`src/rtl/disp_scan_ctrl.sv`:
```
// ---------------------------------------------------------------------------
// disp_scan_ctrl
//   Time-multiplexed scan controller for an 8-digit seven-segment display.
//   At the start of every frame it takes one nibble from each of the eight
//   register values and freezes it in a snapshot buffer. It then scans the
//   digits one at a time. Each digit slot begins with a blanking gap, which
//   prevents ghosting, and is followed by the drive phase.
//
//   Optional feature macro: DISP_DIM_EN
//     When defined, the bright port exists. The digit enable is then PWM-gated
//     inside the drive phase, while the segment bus stays valid.
//
// Ports
//   clk         system clock, rising edge
//   rst_n       asynchronous active-low reset
//   scan_en     level, 1 = run continuous frames
//   nib_sel     nibble shown for every register (0 = [3:0] .. 3 = [15:12])
//   reg_0..7    register values, reg_k is shown on digit k
//   bright      PWM duty, DISP_DIM_EN only (7 = full on, 0 = 1 of 8)
//   seg         segment pattern, bit7 = a .. bit1 = g, bit0 = dp
//   dig_an      one-hot digit enable, bit k = digit k
//   cur_digit   digit currently in its slot
//   frame_done  one-cycle pulse on the last cycle of digit 7's slot
// ---------------------------------------------------------------------------
module disp_scan_ctrl #(
   parameter int DIV       = 1000,
   parameter int BLANK_CYC = 16
) (
   input  logic        clk,
   input  logic        rst_n,
   input  logic        scan_en,
   input  logic [1:0]  nib_sel,
   input  logic [15:0] reg_0,
   input  logic [15:0] reg_1,
   input  logic [15:0] reg_2,
   input  logic [15:0] reg_3,
   input  logic [15:0] reg_4,
   input  logic [15:0] reg_5,
   input  logic [15:0] reg_6,
   input  logic [15:0] reg_7,
`ifdef DISP_DIM_EN
   input  logic [2:0]  bright,
`endif
   output logic [7:0]  seg,
   output logic [7:0]  dig_an,
   output logic [2:0]  cur_digit,
   output logic        frame_done
);

   localparam int CW = $clog2(DIV);
   localparam logic [CW-1:0] CNT_LAST     = CW'(DIV - 1);
   localparam logic [CW-1:0] CNT_BLK_LAST = CW'(BLANK_CYC - 1);
   localparam logic [CW-1:0] CNT_BLK      = CW'(BLANK_CYC);

   typedef enum logic [1:0] {
      IDLE  = 2'd0,
      LOAD  = 2'd1,
      BLANK = 2'd2,
      DRIVE = 2'd3
   } state_t;

   state_t        state_r, state_nx;
   logic [CW-1:0] cnt_r, cnt_nx;
   logic [2:0]    digit_r, digit_nx;
   logic [3:0]    snap_r [8];
   logic [15:0]   reg_arr_s [8];
   logic [7:0]    seg_r, seg_nx;
   logic [7:0]    dig_an_r, dig_an_nx;
   logic          frame_done_r, frame_done_nx;
   logic          pwm_on_s;

   // Segment encoding of one hex digit (a..g, dp). The dp bit is always off.
   function automatic logic [7:0] hex7(input logic [3:0] v);
      logic [7:0] s;
      case (v)
         4'h0:    s = 8'hFC;
         4'h1:    s = 8'h60;
         4'h2:    s = 8'hDA;
         4'h3:    s = 8'hF2;
         4'h4:    s = 8'h66;
         4'h5:    s = 8'hB6;
         4'h6:    s = 8'hBE;
         4'h7:    s = 8'hE0;
         4'h8:    s = 8'hFE;
         4'h9:    s = 8'hF6;
         4'hA:    s = 8'hEE;
         4'hB:    s = 8'h3E;
         4'hC:    s = 8'h9C;
         4'hD:    s = 8'h7A;
         4'hE:    s = 8'h9E;
         4'hF:    s = 8'h8E;
         default: s = 8'h00;
      endcase
      return s;
   endfunction

   // Return the selected nibble of a 16-bit register value.
   function automatic logic [3:0] nib_pick(input logic [15:0] v, input logic [1:0] sel);
      logic [3:0] n;
      case (sel)
         2'd0:    n = v[3:0];
         2'd1:    n = v[7:4];
         2'd2:    n = v[11:8];
         2'd3:    n = v[15:12];
         default: n = 4'h0;
      endcase
      return n;
   endfunction

   assign reg_arr_s[0] = reg_0;
   assign reg_arr_s[1] = reg_1;
   assign reg_arr_s[2] = reg_2;
   assign reg_arr_s[3] = reg_3;
   assign reg_arr_s[4] = reg_4;
   assign reg_arr_s[5] = reg_5;
   assign reg_arr_s[6] = reg_6;
   assign reg_arr_s[7] = reg_7;

   // Next-state, slot counter and digit sequencing.
   always_comb begin
      state_nx = state_r;
      cnt_nx   = cnt_r;
      digit_nx = digit_r;
      case (state_r)
         IDLE: begin
            if (scan_en) begin
               state_nx = LOAD;
            end else begin
               state_nx = IDLE;
            end
         end
         LOAD: begin
            digit_nx = 3'd0;
            cnt_nx   = '0;
            state_nx = BLANK;
         end
         BLANK: begin
            cnt_nx = cnt_r + CW'(1);
            if (cnt_r == CNT_BLK_LAST) begin
               state_nx = DRIVE;
            end else begin
               state_nx = BLANK;
            end
         end
         DRIVE: begin
            if (cnt_r == CNT_LAST) begin
               cnt_nx = '0;
               if (digit_r == 3'd7) begin
                  // A frame always finishes; scan_en only decides what follows it.
                  digit_nx = 3'd0;
                  state_nx = scan_en ? LOAD : IDLE;
               end else begin
                  digit_nx = digit_r + 3'd1;
                  state_nx = BLANK;
               end
            end else begin
               cnt_nx   = cnt_r + CW'(1);
               state_nx = DRIVE;
            end
         end
         default: begin
            state_nx = IDLE;
            cnt_nx   = '0;
            digit_nx = 3'd0;
         end
      endcase
   end

`ifdef DISP_DIM_EN
   // PWM gate: position inside the 8-cycle window, counted from the start of the drive phase.
   always_comb begin
      pwm_on_s = 1'b0;
      if (3'(cnt_nx - CNT_BLK) <= bright) begin
         pwm_on_s = 1'b1;
      end else begin
         pwm_on_s = 1'b0;
      end
   end
`else
   assign pwm_on_s = 1'b1;
`endif

   // Output values for the state being entered, so the registered outputs line up with it.
   always_comb begin
      seg_nx        = 8'h00;
      dig_an_nx     = 8'h00;
      frame_done_nx = 1'b0;
      if (state_nx == DRIVE) begin
         seg_nx        = hex7(snap_r[digit_nx]);
         dig_an_nx     = pwm_on_s ? (8'h01 << digit_nx) : 8'h00;
         frame_done_nx = (cnt_nx == CNT_LAST) && (digit_nx == 3'd7);
      end else begin
         seg_nx        = 8'h00;
         dig_an_nx     = 8'h00;
         frame_done_nx = 1'b0;
      end
   end

   // State, counter, digit and output registers.
   always_ff @(posedge clk or negedge rst_n) begin
      if (!rst_n) begin
         state_r      <= IDLE;
         cnt_r        <= '0;
         digit_r      <= 3'd0;
         seg_r        <= 8'h00;
         dig_an_r     <= 8'h00;
         frame_done_r <= 1'b0;
      end else begin
         state_r      <= state_nx;
         cnt_r        <= cnt_nx;
         digit_r      <= digit_nx;
         seg_r        <= seg_nx;
         dig_an_r     <= dig_an_nx;
         frame_done_r <= frame_done_nx;
      end
   end

   // Snapshot buffer. It is written only in LOAD, so register changes in mid-frame stay invisible.
   always_ff @(posedge clk or negedge rst_n) begin
      if (!rst_n) begin
         for (int k = 0; k < 8; k++) snap_r[k] <= 4'h0;
      end else if (state_r == LOAD) begin
         for (int k = 0; k < 8; k++) snap_r[k] <= nib_pick(reg_arr_s[k], nib_sel);
      end
   end

   assign seg        = seg_r;
   assign dig_an     = dig_an_r;
   assign cur_digit  = digit_r;
   assign frame_done = frame_done_r;

endmodule

```
`config.mk`:
```
export PLATFORM = sky130hd
export DESIGN_NAME = disp_scan_ctrl
export DESIGN_NICKNAME = d
export VERILOG_FILES = /design/src/rtl/disp_scan_ctrl.sv
export SDC_FILE = /design/constraint.sdc
export NUM_CORES = 1
export LEC_CHECK = 0
export CAP_MARGIN = 20
export CORE_MARGIN = 1.5
export CORE_UTILIZATION = 48
export CTS_CLUSTER_SIZE = 8
export DETAILED_ROUTE_END_ITERATION = 8
export PLACE_DENSITY_LB_ADDON = 0.25
export SYNTH_ARGS = -nofsm -noshare
export SYNTH_HDL_FRONTEND = slang
export SYNTH_SLANG_ARGS = --single-unit
export TNS_END_PERCENT = 30
```
`constraint.sdc`:
```
create_clock -name clk -period 8.5 [get_ports clk]
set_clock_uncertainty 0.15 [all_clocks]
set_input_delay 1.275 -clock clk [delete_from_list [all_inputs] [get_ports clk]]
set_output_delay 1.275 -clock clk [all_outputs]
set_load 0.02 [all_outputs]
```
# ---- Word-level counts from Yosys, hierarchy flattened
# Memories as Yosys holds them, arrays and structs flattened.
# Cells that the tools add are included.
dict set report totals {
  ff_bits 64
  latch_bits 0
  mem_bits_rw 0
  romBits 112
  in_bits 133
  output_inout_bits 20
  mem_count 1
}
# name depth word_bits read_ports rd_ports_with_merged_regs wr line_no
set mem_list {}
lappend mem_list {{(no name shown)} 16 7 1 0 0 75} ;# case (v)
dict set report classes {
  addsub 2
  n_mul 0
  div_mod_pow 0
  magnitude_cmp 1
  eq_ne 12
  shift 1
  n_mux 24
  n_bitwise 1
  reduce_logical 3
}
# op n
set op_table {}
lappend op_table {{4-bit case mux with 4 select lines} 8}
lappend op_table {{10-bit case mux with 3 select lines} 1}
lappend op_table {{10-bit == test, second input constant} 2}
lappend op_table {{8-bit 2-to-1 mux} 2}
lappend op_table {{4-bit binary-select mux with 3-bit select} 1}
lappend op_table {{10-bit by 1-bit adder with 10-bit output, second input constant} 1}
lappend op_table {{10-bit by 4-bit == test with 1-bit output, second input constant} 1}
lappend op_table {{2-bit == test, second input constant} 5}
lappend op_table {{10-bit 2-to-1 mux} 1}
lappend op_table {{4-bit 2-to-1 mux} 2}
lappend op_table {{2-bit case mux with 4 select lines} 1}
lappend op_table {{1-bit by 3-bit << shifter with 8-bit output, first input constant} 1}
lappend op_table {{3-bit == test, second input constant} 2}
lappend op_table {{3-bit 2-to-1 mux} 2}
lappend op_table {{3-bit case mux with 2 select lines} 1}
lappend op_table {{2-bit by 1-bit == test with 1-bit output, second input constant} 2}
lappend op_table {{4-bit >= comparator, second input constant} 1}
lappend op_table {{2-bit logical NOT} 2}
lappend op_table {{2-bit 2-to-1 mux} 2}
lappend op_table {{3-bit NOT with 4-bit output} 1}
lappend op_table {{3-bit by 1-bit adder with 3-bit output, second input constant} 1}
lappend op_table {{1-bit 2-to-1 mux} 3}
lappend op_table {{1-bit logical AND} 1}

# ---- Depth between registers and ports, before layout
# An unclocked memory read counts as a cell.
dict set report depth {
  ltp_word 10
  ltp_mapped 15
  depth_no_buf 14
}

# ---- Least setup slack after synthesis
# OpenSTA, ideal clock, no wires.
dict set report synth_path {
  path_kind {register to register}
  startpoint {register digit_r[0], in the netlist cur_digit[0]}
  endpoint {register seg_r[1], in the netlist seg[1]}
  setup_time_ps 94
  arrival_ps 3115
  required_time_ps 8256
  path_slack_ps 5141
  stages_incl_launch_ff 15
  n_path_buf 1
  synth_period_minus_slack_ps 3359
  cell_sequence {dfrtp_1 > ha_1 > ha_1 > nand3_1 > or4_1 > and3_1 > buf_6 > mux2i_1 > mux2i_1 > mux2i_1 > inv_1 > ha_1 > nand3_1 > a21bo_1 > a221oi_2}
}
dict set report synth_between {
  elab_chain_len 10
  word_cells_on_any_way 15
}
# item line_no
set synth_lines {}
lappend synth_lines {{start: declaration} 64} ;# logic [2:0] digit_r, digit_nx;
lappend synth_lines {{start signal: assignment} 211} ;# digit_r <= digit_nx;
lappend synth_lines {{3-bit by 1-bit adder with 3-bit output / 3-bit == test (equally long branches)} {153, 148}}
lappend synth_lines {{3-bit 2-to-1 mux} 148} ;# if (digit_r == 3'd7) begin
lappend synth_lines {{3-bit 2-to-1 mux} 146} ;# if (cnt_r == CNT_LAST) begin
lappend synth_lines {{3-bit case mux with 2 select lines} 124} ;# case (state_r)
lappend synth_lines {{3-bit NOT with 4-bit output (implied by the code)} 189} ;# seg_nx = hex7(snap_r[digit_nx]);
lappend synth_lines {{4-bit binary-select mux with 3-bit select} 189}
lappend synth_lines {{4-bit 2-to-1 mux (implied by the code) (2 in series)} 189}
lappend synth_lines {{memory 16 x 7 bit} --}
lappend synth_lines {{8-bit 2-to-1 mux *} 188} ;# if (state_nx == DRIVE) begin
lappend synth_lines {{named net seg_nx[1]} 67} ;# logic [7:0] seg_r, seg_nx;
lappend synth_lines {{end signal: assignment} 212} ;# seg_r <= seg_nx;
lappend synth_lines {{end: declaration} 67}
# The timed path passes the listed nets; every way through them passes the cells marked *. The select of a mux whose other input is x is not followed.
# A chain may end at the register's enable or synchronous reset.

# ---- Final worst setup path
# Same ends and word-level chain as after synthesis.

==> results by group <==
Clock network
  – Quantity of hold-fixing buffers added after cts: 0
  – TritonCTS Sinks: 63
  – TritonCTS buffer count: 9
  – Clock transition at the registers of the reported paths: 0.07 ns
  – Post-CTS Setup Repair Bufs: 0
  – Count of instances resized after the clock tree is built: 0
  – Clock insertion delay at the later pin of the skew report: 0.34 ns
  – Root buffer cell: clkbuf_8
  – Clock tree from TritonCTS: done
  – Clock buffer depth: 2
  – Maximum level of the CTS H-tree: 3

Timing
  – Post-route clock period utilization: 0.442
  – Fmax achieved: 0.266 GHz
  – Count of final hold-check violations: 0
  – Worst slew slack as a fraction of its limit: 0.403
  – Worst-Margin Slew: 0.894 ns
  – Crit path setup slack, layout: 4.75 ns
  – Final setup vio count: 0
  – Setup repair after global routing missed its margin: no
  – Final total negative setup slack: 0 ns
  – Max-slew violations: 0
  – Shortest clock period the worst path allows after layout: 3.75 ns

Critical path
  – Critical-path cell list: ha_1 > ha_1 > nand3_1 > or4_1 > and3_1 > mux2i_1 > mux2i_1 > mux2i_1 > inv_1 > ha_1 > nand3_1 > a21bo_1 > a221oi_2
  – Maximum net fanout on the critical path: 11
  – Crit path DAT: 3.86 ns
  – Largest delay share family, worst path: simple AND/OR/NAND/NOR gates
  – Critical path buffer and inverter count: 1
  – Number of cells on the worst reg-to-reg path: 13
  – Library cell contributing the largest single delay on the critical path: mux2i_1
  – Biggest cell delay along the critical path: 0.43 ns
  – Classification of the worst setup path: flip-flop to flip-flop
  – Required @ worst endpoint: 8.60 ns
  – Kind of end point of the critical path: flip-flop
  – Critical path depth: 13
  – Startpoint kind of the worst setup timing path: flip-flop

Power and ir drop
  – Lkg Pwr: 2.32 nW
  – Largest voltage drop on the vdd net: 0.0717 mV
  – Post-layout total power: 767 uW
  – Total power per unit cell area: 133 mW/mm^2

Logic synthesis
  – Yosys warnings: 0
  – Syn Std Cell Area: 0.00402 mm^2
  – Syn_nets: 467
  – Register bit total from synthesis: 63
  – Cells after synthesis: 325
  – Fraction of synthesized cell area taken by the top area cell type: 0.393
  – Sequential fraction of the synthesis area: 0.393
  – Synth area leaders: dfrtp_1 39%, mux4_2 18%, mux2_2 8.7%
  – Post-synth EDFFs: 0
  – Syn Area/Cell: 12.4 um^2
  – Library cells used by synthesis: 63
  – Post-synthesis cell type with the largest combined area: dfrtp_1
  – Ys async rst share: 1.00
  – Synth Flop Type: dfrtp_1

Drt
  – Antenna Nets Post-Route: 0
  – Average routed wire per standard cell: 17.4 um
  – Final routed wirelength across all metal layers: 10.1 mm
  – Detail-routed via count per cell: 5.66
  – Via count: 3280
  – Count of unresolved DRC violations after routing: 0
  – Drt first pass iters: 4
  – Iteration-0 DRC Markers: 130

Global routing
  – GRT Util Overall: 0.238
  – Wire length of the first global-routing pass: 16.2 mm
  – Largest net degree at the start of global routing: 64
  – Number of global-route vias before repair: 3397
  – Overflow after GRT: 0
  – Number of antenna violations at the first check in global routing: 0

Die
  – Area of the die: 0.00893 mm^2
  – Starting Density: 0.491
  – Die boundary width: 94.5 um
  – Num rows: 33
  – Top-Level Pins: 153
  – Total core area: 0.00818 mm^2
  – Die boundary height: 94.5 um

Placed design
  – Place WS: 4.82 ns
  – I/O Buffers: 151
  – Hpwl dp: 7.94 mm
  – Global placer's final weighted congestion: 0.940

Cells and area
  – Layout Area Growth over Synthesis: 43.9%
  – Final layout net count: 612
  – Diode insertion count for antenna repair: 0
  – Most frequent cells in the layout: 149 x clkdlybuf4s50_1, 63 x dfrtp_1, 32 x mux4_2
  – Layout cells sized above 1: 0.205
  – Commonest non-fill, non-tap cell in the layout: clkdlybuf4s50_1
  – Post-route core utilization: 0.707

Run status
  – Outcome: complete, no violations

Worst hold path
  – Hold crit path type: flip-flop to flip-flop
  – Cells on Worst Hold Path: 1

Job
  – Max Cap Viol: 0
-- metal layers --
layer | share of wire | track usage | vias to the layer above | wire (um)
li1 | - | - | 1521 | -
met1 | 0.39 | 0.280 | 1626 | 3980
met2 | 0.54 | 0.429 | 122 | 5490
met3 | 0.050 | 0.0483 | 11 | 503
met4 | 0.012 | 0.0821 | 0 | 123
met5 | 0 | 0 | - | 0
-- through the flow --
step | area (um^2) | instances | hold WS [ns]
after floorplan | 4020 | 325 | 0.330
after global placement | 5560 | 563 | 0.341
after detailed placement | 5560 | 563 | 0.346
after CTS | 5760 | 578 | 0.361
after global routing | 5780 | 579 | 0.370
final | 5780 | 579 | 0.357
-- where the power goes --
group	switching, mW	internal [mW]
sequential	0.0104	0.321
combinational	0.0606	0.113
clock	0.113	0.149
-- final timing paths --
| check | startpoint | end | slack (ns) |
|---|---|---|---|
| worst max-delay path | cur_digit[0] | seg[1] | 4.75 |
| worst min-delay path | snap_r[29] | snap_r[29] | 0.36 |
| worst max register to register | cur_digit[0] | seg[1] | 4.75 |
| worst min register to register | snap_r[29] | snap_r[29] | 0.36 |
| max in group asynchronous | rst_n | snap_r[18] | 6.74 |
| min in group asynchronous | rst_n | dig_an[1] | 0.95 |
-- synth_stat cells (2+ instances only) --
cell type  number
ha_1            9
nand3_1         7
nand3b_1        3
and3_1          4
o21ai_0         5
buf_1           2
a21oi_1        10
clkbuf_1       11
a31oi_1         3
mux2i_2         2
a22o_1          2
a22oi_1         3
buf_6           4
nand4_1         2
mux4_2         32
o211ai_1        2
nor4_1          5
xnor2_1         5
mux2_2         31
mux2i_1        24
nor2b_1         2
a32o_1          2
xor2_1          4
dfrtp_1        63
inv_1           8
buf_2           2
nor3_1          4
nor2_1         28
nand2_1        12
-- flip-flops by register name (all words and copies together), names as in the netlist --
register and cells:
snap_r 32, cnt_r 10, dig_an 8, cur_digit 3, state_r 2, frame_done 1
seg 7
-- cell families after synthesis --
| logic type | Yosys count | share of synthesized area |
|---|---|---|
| multiplexers | 89 | 0.333 |
| buffers and inverters | 30 | 0.0374 |
| other | 1 | 0.000934 |
| flip-flops | 63 | 0.393 |
| XOR/XNOR | 9 | 0.0196 |
| AO/OA/AOI/OAI | 44 | 0.0829 |
| adder cells (fa/ha/maj) | 9 | 0.0280 |
| AND/OR/NAND/NOR | 80 | 0.106 |
-- layout make-up --
type / count / area [um^2]
multi-input cells: 232 / 2300
well taps: 105 / 131
clock inverters: 3 / 42.5
repair buffers: 155 / 1540
inverters: 9 / 33.8
clock buffers: 12 / 155
flip-flops and latches: 63 / 1580
fillers: 585 / 2390
No activity file was read; power rests on OpenSTA's default activity.
